File: config.mk
export PLATFORM = sky130hd
export DESIGN_NAME = keypad_pin_tx_flat
export DESIGN_NICKNAME = d
export VERILOG_FILES = /design/src/rtl/keypad_pin_tx_if.sv /design/src/rtl/keypad_pin_tx.sv /design/src/flat_wrapper.sv
export SDC_FILE = /design/constraint.sdc
export NUM_CORES = 1
export LEC_CHECK = 0
export BUFFER_PORTS_ARGS = -buffer_cell sky130_fd_sc_hd__buf_2
export CAP_MARGIN = 30
export CORE_MARGIN = 1.5
export CORE_UTILIZATION = 50
export CTS_CLUSTER_SIZE = 40
export DETAILED_ROUTE_END_ITERATION = 16
export PLACE_DENSITY_LB_ADDON = 0.1
export SYNTH_ARGS = -nofsm -noshare
export SYNTH_HDL_FRONTEND = slang
export SYNTH_SLANG_ARGS = --single-unit
File: constraint.sdc
create_clock -name clk -period 3.4 [get_ports clk]
set_input_delay 0.68 -clock clk [delete_from_list [all_inputs] [get_ports clk]]
set_output_delay 0.68 -clock clk [all_outputs]
set_load 0.01 [all_outputs]
File: src/rtl/keypad_pin_tx_if.sv
// -----------------------------------------------------------------------------
// keypad_pin_tx_if
// Card/PIN delivery link between the keypad front end (master) and the
// cashier controller (slave).
//   tarjeta_recibida : master -> slave, one-cycle pulse on a new card insertion
//   pin              : master -> slave, packed BCD PIN, first digit in MSB nibble
//   pin_valido       : master -> slave, PIN offered, held until acknowledged
//   pin_ack          : slave -> master, controller accepts the PIN
// -----------------------------------------------------------------------------
interface keypad_pin_tx_if #(
   parameter int DIGITS = 4
) ();

   logic                  tarjeta_recibida;
   logic [4*DIGITS-1:0]   pin;
   logic                  pin_valido;
   logic                  pin_ack;

   modport master (
      output tarjeta_recibida,
      output pin,
      output pin_valido,
      input  pin_ack
   );

   modport slave (
      input  tarjeta_recibida,
      input  pin,
      input  pin_valido,
      output pin_ack
   );

endinterface : keypad_pin_tx_if

File: src/rtl/keypad_pin_tx.sv
// -----------------------------------------------------------------------------
// keypad_pin_tx
// Front-end sender for the automatic cashier. Detects a card insertion,
// collects a fixed-length BCD PIN from keypad strobes and offers it to the
// cashier controller with a valid/acknowledge handshake. One insertion yields
// at most one session: after delivery or timeout the card must be removed and
// re-inserted before a new PIN can be captured.
//
// Parameters
//   DIGITS   PIN length in digits (1..15)
//   TIMEOUT  idle cycles allowed between keys while capturing (2..65535)
// Ports
//   clk                single clock, rising edge
//   reset              asynchronous, active-low
//   tarjeta_insertada  card sensor level (synchronous to clk)
//   digito_stb/digito  one-cycle keypress strobe and key value
//   borrar             one-cycle clear-entry strobe
//   pin_bus            card/PIN delivery link (master side)
//   digitos_cnt        digits captured so far
//   timeout            one-cycle pulse on inactivity expiry
//   error_digito       one-cycle pulse on a rejected key (value > 9)
// All outputs are registered.
// -----------------------------------------------------------------------------
module keypad_pin_tx #(
   parameter int DIGITS  = 4,
   parameter int TIMEOUT = 1000
) (
   input  logic             clk,
   input  logic             reset,
   input  logic             tarjeta_insertada,
   input  logic             digito_stb,
   input  logic [3:0]       digito,
   input  logic             borrar,
   keypad_pin_tx_if.master  pin_bus,
   output logic [3:0]       digitos_cnt,
   output logic             timeout,
   output logic             error_digito
);

   localparam int          PIN_W      = 4 * DIGITS;
   localparam logic [3:0]  DIGITS_C   = 4'(DIGITS);
   localparam logic [15:0] TIMER_LAST = 16'(TIMEOUT - 1);

   typedef enum logic [1:0] {
      ST_IDLE          = 2'd0,
      ST_CAPTURA       = 2'd1,
      ST_ENVIO         = 2'd2,
      ST_ESPERA_RETIRO = 2'd3
   } state_t;

   // A key is accepted only when it is a decimal digit.
   function automatic logic digit_ok(input logic [3:0] d);
      return (d <= 4'd9);
   endfunction

   // Shift a new digit into the LSB nibble; the oldest digit ends up in the MSBs.
   function automatic logic [PIN_W-1:0] shift_in(input logic [PIN_W-1:0] p,
                                                  input logic [3:0]       d);
      logic [PIN_W-1:0] r;
      r      = p << 4;
      r[3:0] = d;
      return r;
   endfunction

   state_t            state_q, state_d;
   logic              card_prev_q, card_prev_d;
   logic [PIN_W-1:0]  pin_q, pin_d;
   logic [3:0]        cnt_q, cnt_d;
   logic [15:0]       timer_q, timer_d;
   logic              tarjeta_recibida_q, tarjeta_recibida_d;
   logic              pin_valido_q, pin_valido_d;
   logic              timeout_q, timeout_d;
   logic              error_digito_q, error_digito_d;
   logic [3:0]        cnt_inc_s;

   assign cnt_inc_s = cnt_q + 4'd1;

   // Next-state and output computation for the session FSM.
   always_comb begin
      state_d            = state_q;
      card_prev_d        = tarjeta_insertada;
      pin_d              = pin_q;
      cnt_d              = cnt_q;
      timer_d            = timer_q;
      tarjeta_recibida_d = 1'b0;
      pin_valido_d       = pin_valido_q;
      timeout_d          = 1'b0;
      error_digito_d     = 1'b0;

      case (state_q)
         ST_IDLE: begin
            pin_valido_d = 1'b0;
            // Only a fresh insertion edge opens a session; key strobes are ignored.
            if (tarjeta_insertada && !card_prev_q) begin
               tarjeta_recibida_d = 1'b1;
               pin_d              = '0;
               cnt_d              = 4'd0;
               timer_d            = 16'd0;
               state_d            = ST_CAPTURA;
            end else begin
               state_d = ST_IDLE;
            end
         end

         ST_CAPTURA: begin
            pin_valido_d = 1'b0;
            if (!tarjeta_insertada) begin
               // Card pulled mid-entry: abandon silently.
               pin_d   = '0;
               cnt_d   = 4'd0;
               timer_d = 16'd0;
               state_d = ST_IDLE;
            end else if (borrar) begin
               // Clear wins over a same-cycle digit, which is discarded.
               pin_d   = '0;
               cnt_d   = 4'd0;
               timer_d = 16'd0;
            end else if (digito_stb && digit_ok(digito)) begin
               pin_d   = shift_in(pin_q, digito);
               cnt_d   = cnt_inc_s;
               timer_d = 16'd0;
               if (cnt_inc_s == DIGITS_C) begin
                  pin_valido_d = 1'b1;
                  state_d      = ST_ENVIO;
               end else begin
                  state_d = ST_CAPTURA;
               end
            end else if (digito_stb) begin
               // Non-decimal key: flag it, but it still counts as activity.
               error_digito_d = 1'b1;
               timer_d        = 16'd0;
            end else if (timer_q == TIMER_LAST) begin
               timeout_d = 1'b1;
               pin_d     = '0;
               cnt_d     = 4'd0;
               timer_d   = 16'd0;
               state_d   = ST_ESPERA_RETIRO;
            end else begin
               timer_d = timer_q + 16'd1;
            end
         end

         ST_ENVIO: begin
            pin_valido_d = 1'b1;
            // Removal outranks a same-cycle acknowledge.
            if (!tarjeta_insertada) begin
               pin_valido_d = 1'b0;
               pin_d        = '0;
               cnt_d        = 4'd0;
               timer_d      = 16'd0;
               state_d      = ST_IDLE;
            end else if (pin_bus.pin_ack) begin
               pin_valido_d = 1'b0;
               pin_d        = '0;
               cnt_d        = 4'd0;
               timer_d      = 16'd0;
               state_d      = ST_ESPERA_RETIRO;
            end else begin
               state_d = ST_ENVIO;
            end
         end

         ST_ESPERA_RETIRO: begin
            pin_valido_d = 1'b0;
            pin_d        = '0;
            cnt_d        = 4'd0;
            timer_d      = 16'd0;
            if (!tarjeta_insertada) begin
               state_d = ST_IDLE;
            end else begin
               state_d = ST_ESPERA_RETIRO;
            end
         end

         default: begin
            pin_valido_d = 1'b0;
            pin_d        = '0;
            cnt_d        = 4'd0;
            timer_d      = 16'd0;
            state_d      = ST_IDLE;
         end
      endcase
   end

   // State, datapath and output registers.
   always_ff @(posedge clk or negedge reset) begin
      if (!reset) begin
         state_q            <= ST_IDLE;
         card_prev_q        <= 1'b0;
         pin_q              <= '0;
         cnt_q              <= 4'd0;
         timer_q            <= 16'd0;
         tarjeta_recibida_q <= 1'b0;
         pin_valido_q       <= 1'b0;
         timeout_q          <= 1'b0;
         error_digito_q     <= 1'b0;
      end else begin
         state_q            <= state_d;
         card_prev_q        <= card_prev_d;
         pin_q              <= pin_d;
         cnt_q              <= cnt_d;
         timer_q            <= timer_d;
         tarjeta_recibida_q <= tarjeta_recibida_d;
         pin_valido_q       <= pin_valido_d;
         timeout_q          <= timeout_d;
         error_digito_q     <= error_digito_d;
      end
   end

   assign pin_bus.tarjeta_recibida = tarjeta_recibida_q;
   assign pin_bus.pin              = pin_q;
   assign pin_bus.pin_valido       = pin_valido_q;
   assign digitos_cnt              = cnt_q;
   assign timeout                  = timeout_q;
   assign error_digito             = error_digito_q;

endmodule : keypad_pin_tx

File: src/flat_wrapper.sv
// flat-port wrapper written by rule: the top's interface ports become plain ports
module keypad_pin_tx_flat 
#(
   parameter int DIGITS  = 4,
   parameter int TIMEOUT = 1000
)
  (clk, reset, tarjeta_insertada, digito_stb, digito, borrar, digitos_cnt, timeout, error_digito, pin_bus_tarjeta_recibida, pin_bus_pin, pin_bus_pin_valido, pin_bus_pin_ack);
  keypad_pin_tx_if #(.DIGITS(DIGITS)) pin_bus_i ();
  input  logic clk;
  input  logic reset;
  input  logic tarjeta_insertada;
  input  logic digito_stb;
  input  logic [3:0] digito;
  input  logic borrar;
  output logic [3:0] digitos_cnt;
  output logic timeout;
  output logic error_digito;
  output wire logic [$bits(pin_bus_i.tarjeta_recibida)-1:0] pin_bus_tarjeta_recibida;
  output wire logic [$bits(pin_bus_i.pin)-1:0] pin_bus_pin;
  output wire logic [$bits(pin_bus_i.pin_valido)-1:0] pin_bus_pin_valido;
  input wire logic [$bits(pin_bus_i.pin_ack)-1:0] pin_bus_pin_ack;
  assign pin_bus_tarjeta_recibida = pin_bus_i.tarjeta_recibida;
  assign pin_bus_pin = pin_bus_i.pin;
  assign pin_bus_pin_valido = pin_bus_i.pin_valido;
  assign pin_bus_i.pin_ack = pin_bus_pin_ack;
  keypad_pin_tx #(.DIGITS(DIGITS), .TIMEOUT(TIMEOUT)) u_core (.clk(clk), .reset(reset), .tarjeta_insertada(tarjeta_insertada), .digito_stb(digito_stb), .digito(digito), .borrar(borrar), .pin_bus(pin_bus_i), .digitos_cnt(digitos_cnt), .timeout(timeout), .error_digito(error_digito));
endmodule
Word level (Yosys, flattened, before mapping). Index checks and enable logic that the tools add are counted.

Input port bits: 10. Register bits: 43. Output and inout port bits: 24. Logic and storage cells: 87.

Mux-type cells: 55. Reduce and logical (&&, ||, !) cells: 8. Add/sub/neg operators: 2. Magnitude comparators: 1. Equality and inequality tests: 12.

Operators by type and width (count): $mux 16 (13); $pmux 16 s4 (2); $mux 4 (8); $mux 1 (21); $add 16x1->16 const B (1); $eq 16x10->1 const B (1); $mux 2 (8); $pmux 4 s4 (1); $pmux 2 s4 (1); $ne 3x3->1 const B (2); $ne 5x3->1 const B (1); $ne 5x4->1 const B (1); $add 4x1->4 const B (1); $eq 2x2->1 const B (2); $eq 4x3->1 const B (1); $le 4x4->1 const B (1); $ne 4x2->1 const B (1); $ne 4x3->1 const B (1); $reduce_and 4->1 (1); $pmux 1 s3 (1); $reduce_and 3->1 (1); $eq 2x1->1 const B (1); $logic_and 1x1->1 (2); $logic_not 2->1 (1); other kinds (4) (4).

Depth between registers and ports, before layout.
Word-level depth: 7. Depth in mapped cells: 8. Depth with buffers taken out: 7.

Least setup slack after synthesis. OpenSTA, ideal clock, no wires.

Path type: register to register. From: register u_core.timer_q[0]. To: register u_core.cnt_q[2] (netlist: u_core.digitos_cnt[2]). Required time: 3333 ps. Slack: 1598 ps. Stages on the path, launching flop included: 9. Path buffers: 2. Arrival time: 1736 ps. Cell sequence: dfrtp_1 ha_1 and4bb_1 and4_1 buf_6 o211ai_4 buf_8 nand2_2 nand3_2.

Word-level cells in the longest chain between the ends: 3.

Ends and longest elaborated chain: start, declared (RTL line keypad_pin_tx.sv:69) `logic [15:0] timer_q, timer_d;`; start signal, assigned (RTL line keypad_pin_tx.sv:202) `timer_q <= timer_d;`; $eq 16x10->1 (RTL line keypad_pin_tx.sv:132) `end else if (timer_q == TIMER_LAST) begin`; $ne 5x3->1 (no source line); $reduce_and 4->1 (no source line); end signal, assigned (RTL line keypad_pin_tx.sv:201) `cnt_q <= cnt_d;`; end, declared (RTL line keypad_pin_tx.sv:68) `logic [3:0] cnt_q, cnt_d;`.

Every way passes these cells. A chain may end at the register's enable or synchronous reset.

Worst setup path after layout.
From: register u_core.timer_q[0]. To: register u_core.cnt_q[3] (netlist: u_core.digitos_cnt[3]).

The elaborated chain is that of the path after synthesis.

==> metrics.md <==
| Metric | Value |
|---|---|
| Run status | finished, final reports clean |
| CP arrival | 2.51 ns |
| Number of global-route vias before repair | 1641 |
| Hold crit path type | in -> async |
| Asr flop ratio synth | 100.0% |
| Syn Std Cell Area | 0.002256 mm^2 |
| Largest cells by area after synthesis | dfrtp_1 (48%), a22o_1 (7.4%), ha_1 (3.9%) |
| Final hold viol count | 0 |
| CP required | 3.60 ns |
| Core area | 0.004354 mm^2 |
| Final Max Tran Viols | 0 |
| First-pass GRT wire length | roughly 7900 um |
| Share of cells above drive strength 1 | 22.18% |
| Synth Flop Type | dfrtp_1 |
| Total negative setup slack | 0 ns |
| TritonCTS buffer count | 5 |
| Critical Path End Type | register |
| Mean area per synthesized cell | 10.54 um^2 |
| Commonest non-fill, non-tap cell in the layout | dfrtp_1 |
| Worst setup SP type | register |
| Initial DRT Pass Iterations | 4 |
| Hold WS | 0.1582 ns |
| Post-CTS Hold Buffers | 0 |
| RSZ-0062 raised after global routing | false |
| Max IR drop VDD | around 0.24 mV |
| CTS Buffer Depth | 2 |
| # H-tree levels | 2 |
| Antenna viol nets, final | 0 |
| Syn Nets | 231 |
| Worst slew pin tran | ~0.75 ns |
| Crit path kind | reg -> reg |
| Critical-path cell list | ha_1 > and4bb_1 > and4_1 > o211ai_4 > a22o_1 |
| Via count | 1758 |
| Fmax | around 430 MHz |
| Final setup vio count | 0 |
| Skew-Pair Late Insertion Delay | 0.30 ns |
| Area growth, synth to finish | 12.31% |
| Fill count | 365 |
| Leading area contributor after synthesis | dfrtp_1 |
| Worst Skew | 0.008225 ns |
| Leak pwr | 1.208 nW |
| Sw power | 0.2533 mW |
| Clk sinks | 43 |
| Antenna diode count | 0 |
| Power per cell area | roughly 370 mW/mm^2 |
| Comb power frac | 9.9% |
| Io pins | 34 |
| Min Tclk post-route | 2.310 ns |
| Buf/Inv on CP | 0 |
| Most frequent cells in the layout | dfrtp_1 (43), buf_2 (33), a22o_1 (19), nand2_1 (13), nand3_1 (12) |
| Starting Density | 51.81% |
| Ys Warns | 0 |
| WL final | 4483 um |
| Post-synth EDFFs | 0 |
| Die ar. | 0.004924 mm^2 |
| Initial antenna violation count | 0 |
| Drt initial violations | 68 |
| Height of the chip | 70.17 um |
| Post-CTS resize count | 0 |
| Int Power | between 0.6 and 0.7 mW |
| CP top delay family | simple AND/OR/NAND/NOR gates |
| Buffers added on ports | 33 |
| Cells after Synth | 214 |
| Largest net degree at the start of global routing | 44 |
| Root buf cell | clkbuf_8 |
| TritonCTS clock tree | yes |
| Synth cell types | 47 |
| Reg power frac | 54.9% |
| DRC errors left | 0 |
| Post-CTS Setup Inserts | 0 |
| Clk pwr share | a little over a third |
| Synth Register Bits | 43 |
| Via density | 5.860 |
| Final Wtd Congestion | 0.7835 |
| Drt wl/cell | 14.94 um |
| Relative slew margins | 50.28% |
| Max-Cap Viols | 0 |
| Share of the synthesized area in the top cell type | 47.70% |
| Worst-path fanout max | 19 |
| Die X | 70.17 um |
| Tcrit/Tclk final | 67.93% |
| CP peak stage delay | 0.69 ns |
| Final WS setup | 1.090 ns |
| Site row count | 24 |
| Grt ovf | 0 |
| Gr usage total | 19.81% |
| Pre-CTS setup slack | 1.031 ns |
| Clock transition at path regs | roughly 0.080 ns |
| Switching part of the total | around 27% |
| Sequential fraction of the synthesis area | 47.70% |
| Slowest cell on crit path | and4_1 |
| Nets@finish | 264 |
| HPWL after detailed placement | just over 3000 um |
==> stage by stage <==
step / instances / cell area, um^2 / util [%] / power, mW
2_1_floorplan: 214 / 2256 / - / 0.5922
3_3_place_gp: 291 / 2420 / 55.57 / 0.6209
3_5_place_dp: 291 / 2420 / 55.57 / 0.6217
4_1_cts: 299 / 2514 / 57.73 / 0.9543
5_1_grt: 300 / 2534 / 58.19 / 0.9916
6_report: 300 / 2534 / 58.19 / 0.9461
==> sequential cells by signal, indices dropped and copies added (netlist names) <==
| name | count |
|---|---|
| u_core.pin_bus.pin | 16 |
| u_core.timer_q | 16 |
| u_core.digitos_cnt | 4 |
| u_core.state_q | 2 |
| u_core.card_prev_q | 1 |
| u_core.error_digito | 1 |
| u_core.pin_bus.pin_valido | 1 |
| u_core.pin_bus.tarjeta_recibida | 1 |
| u_core.timeout | 1 |
==> cells in the mapped netlist (2+ instances only) <==
master,number
ha_1,7
nor3b_1,3
o21ai_1,9
and3_1,2
o21a_1,2
nand3_1,12
nand2_1,13
dfrtp_1,43
a22o_1,19
nand4_1,7
and4bb_1,2
a21oi_1,5
o31ai_1,4
inv_1,10
nor2_1,6
nand2b_1,5
clkbuf_1,2
nand3_2,2
o21ai_0,11
nor4_1,2
buf_6,3
nor2b_1,2
a211o_1,2
o22ai_1,4
buf_2,2
nor3_1,11
nor4_2,2
nand3b_1,2
and4_1,2
==> power groups by stage <==
stage / Clock [mW] / Sequential [mW] / Combinational, mW
after global placement: 0 / 0.530 / 0.0912
after global routing: 0.366 / 0.521 / 0.105
after CTS: 0.343 / 0.520 / 0.0921
after floorplan: 0 / 0.530 / 0.0618
final: 0.333 / 0.520 / 0.0937
after detailed placement: 0 / 0.530 / 0.0919
==> area by class of cell <==
type                            instances  area (um^2)  area share, %
Clock buffer                            5        68.82          2.716
Timing Repair Buffer                   35        192.7          7.605
Tap cell                               52        65.06          2.568
Clock inverter                          3        25.02         0.9877
Multi-Input combinational cell        152         1069          42.17
Sequential cell                        43         1076          42.47
Inverter                               10        37.54          1.481
==> final timing paths <==
| path | from | end | slack (ns) | cells after the start |
|---|---|---|---|---|
| min | reset | u_core.digitos_cnt[2]$_DFFE_PN0P_ | 0.16 | 1 |
| max reg2reg | u_core.timer_q[0]$_DFFE_PN0P_ | u_core.digitos_cnt[3]$_DFFE_PN0P_ | 1.09 | 5 |
| min in group clk | u_core.pin_bus.pin[13]$_DFFE_PN0P_ | u_core.pin_bus.pin[13]$_DFFE_PN0P_ | 0.50 | 1 |
| min reg2reg | u_core.pin_bus.pin[13]$_DFFE_PN0P_ | u_core.pin_bus.pin[13]$_DFFE_PN0P_ | 0.50 | 1 |
| max | u_core.timer_q[0]$_DFFE_PN0P_ | u_core.digitos_cnt[3]$_DFFE_PN0P_ | 1.09 | 5 |
| max in group asynchronous | reset | u_core.pin_bus.pin[13]$_DFFE_PN0P_ | 2.85 | 2 |
==> cell families (layout without fill, tap and decap cells) <==
family / Yosys count / after routing / share of synthesized area [%]
and+or+nand+nor: 77 / 77 / 20.85
AOI/OAI and AO/OA: 67 / 67 / 22.24
DFF: 43 / 43 / 47.70
buffers and inverters: 19 / 53 / 4.936
adders and majority gates: 7 / 7 / 3.882
xor gates and xnor gates: 1 / 1 / 0.3883
==> routing by layer <==
layer  track usage [%]  part of all wire (%)  wire length [um]  up-vias
met2             30.48                    45              2029       39
met5                 0                     0                 0        -
met3             4.906                   4.4               199        4
met1             28.04                    50              2223      841
met4             5.342                  0.67                30        0
li1                  -                     -                 -      874
Power figures use the tool's default switching activity.
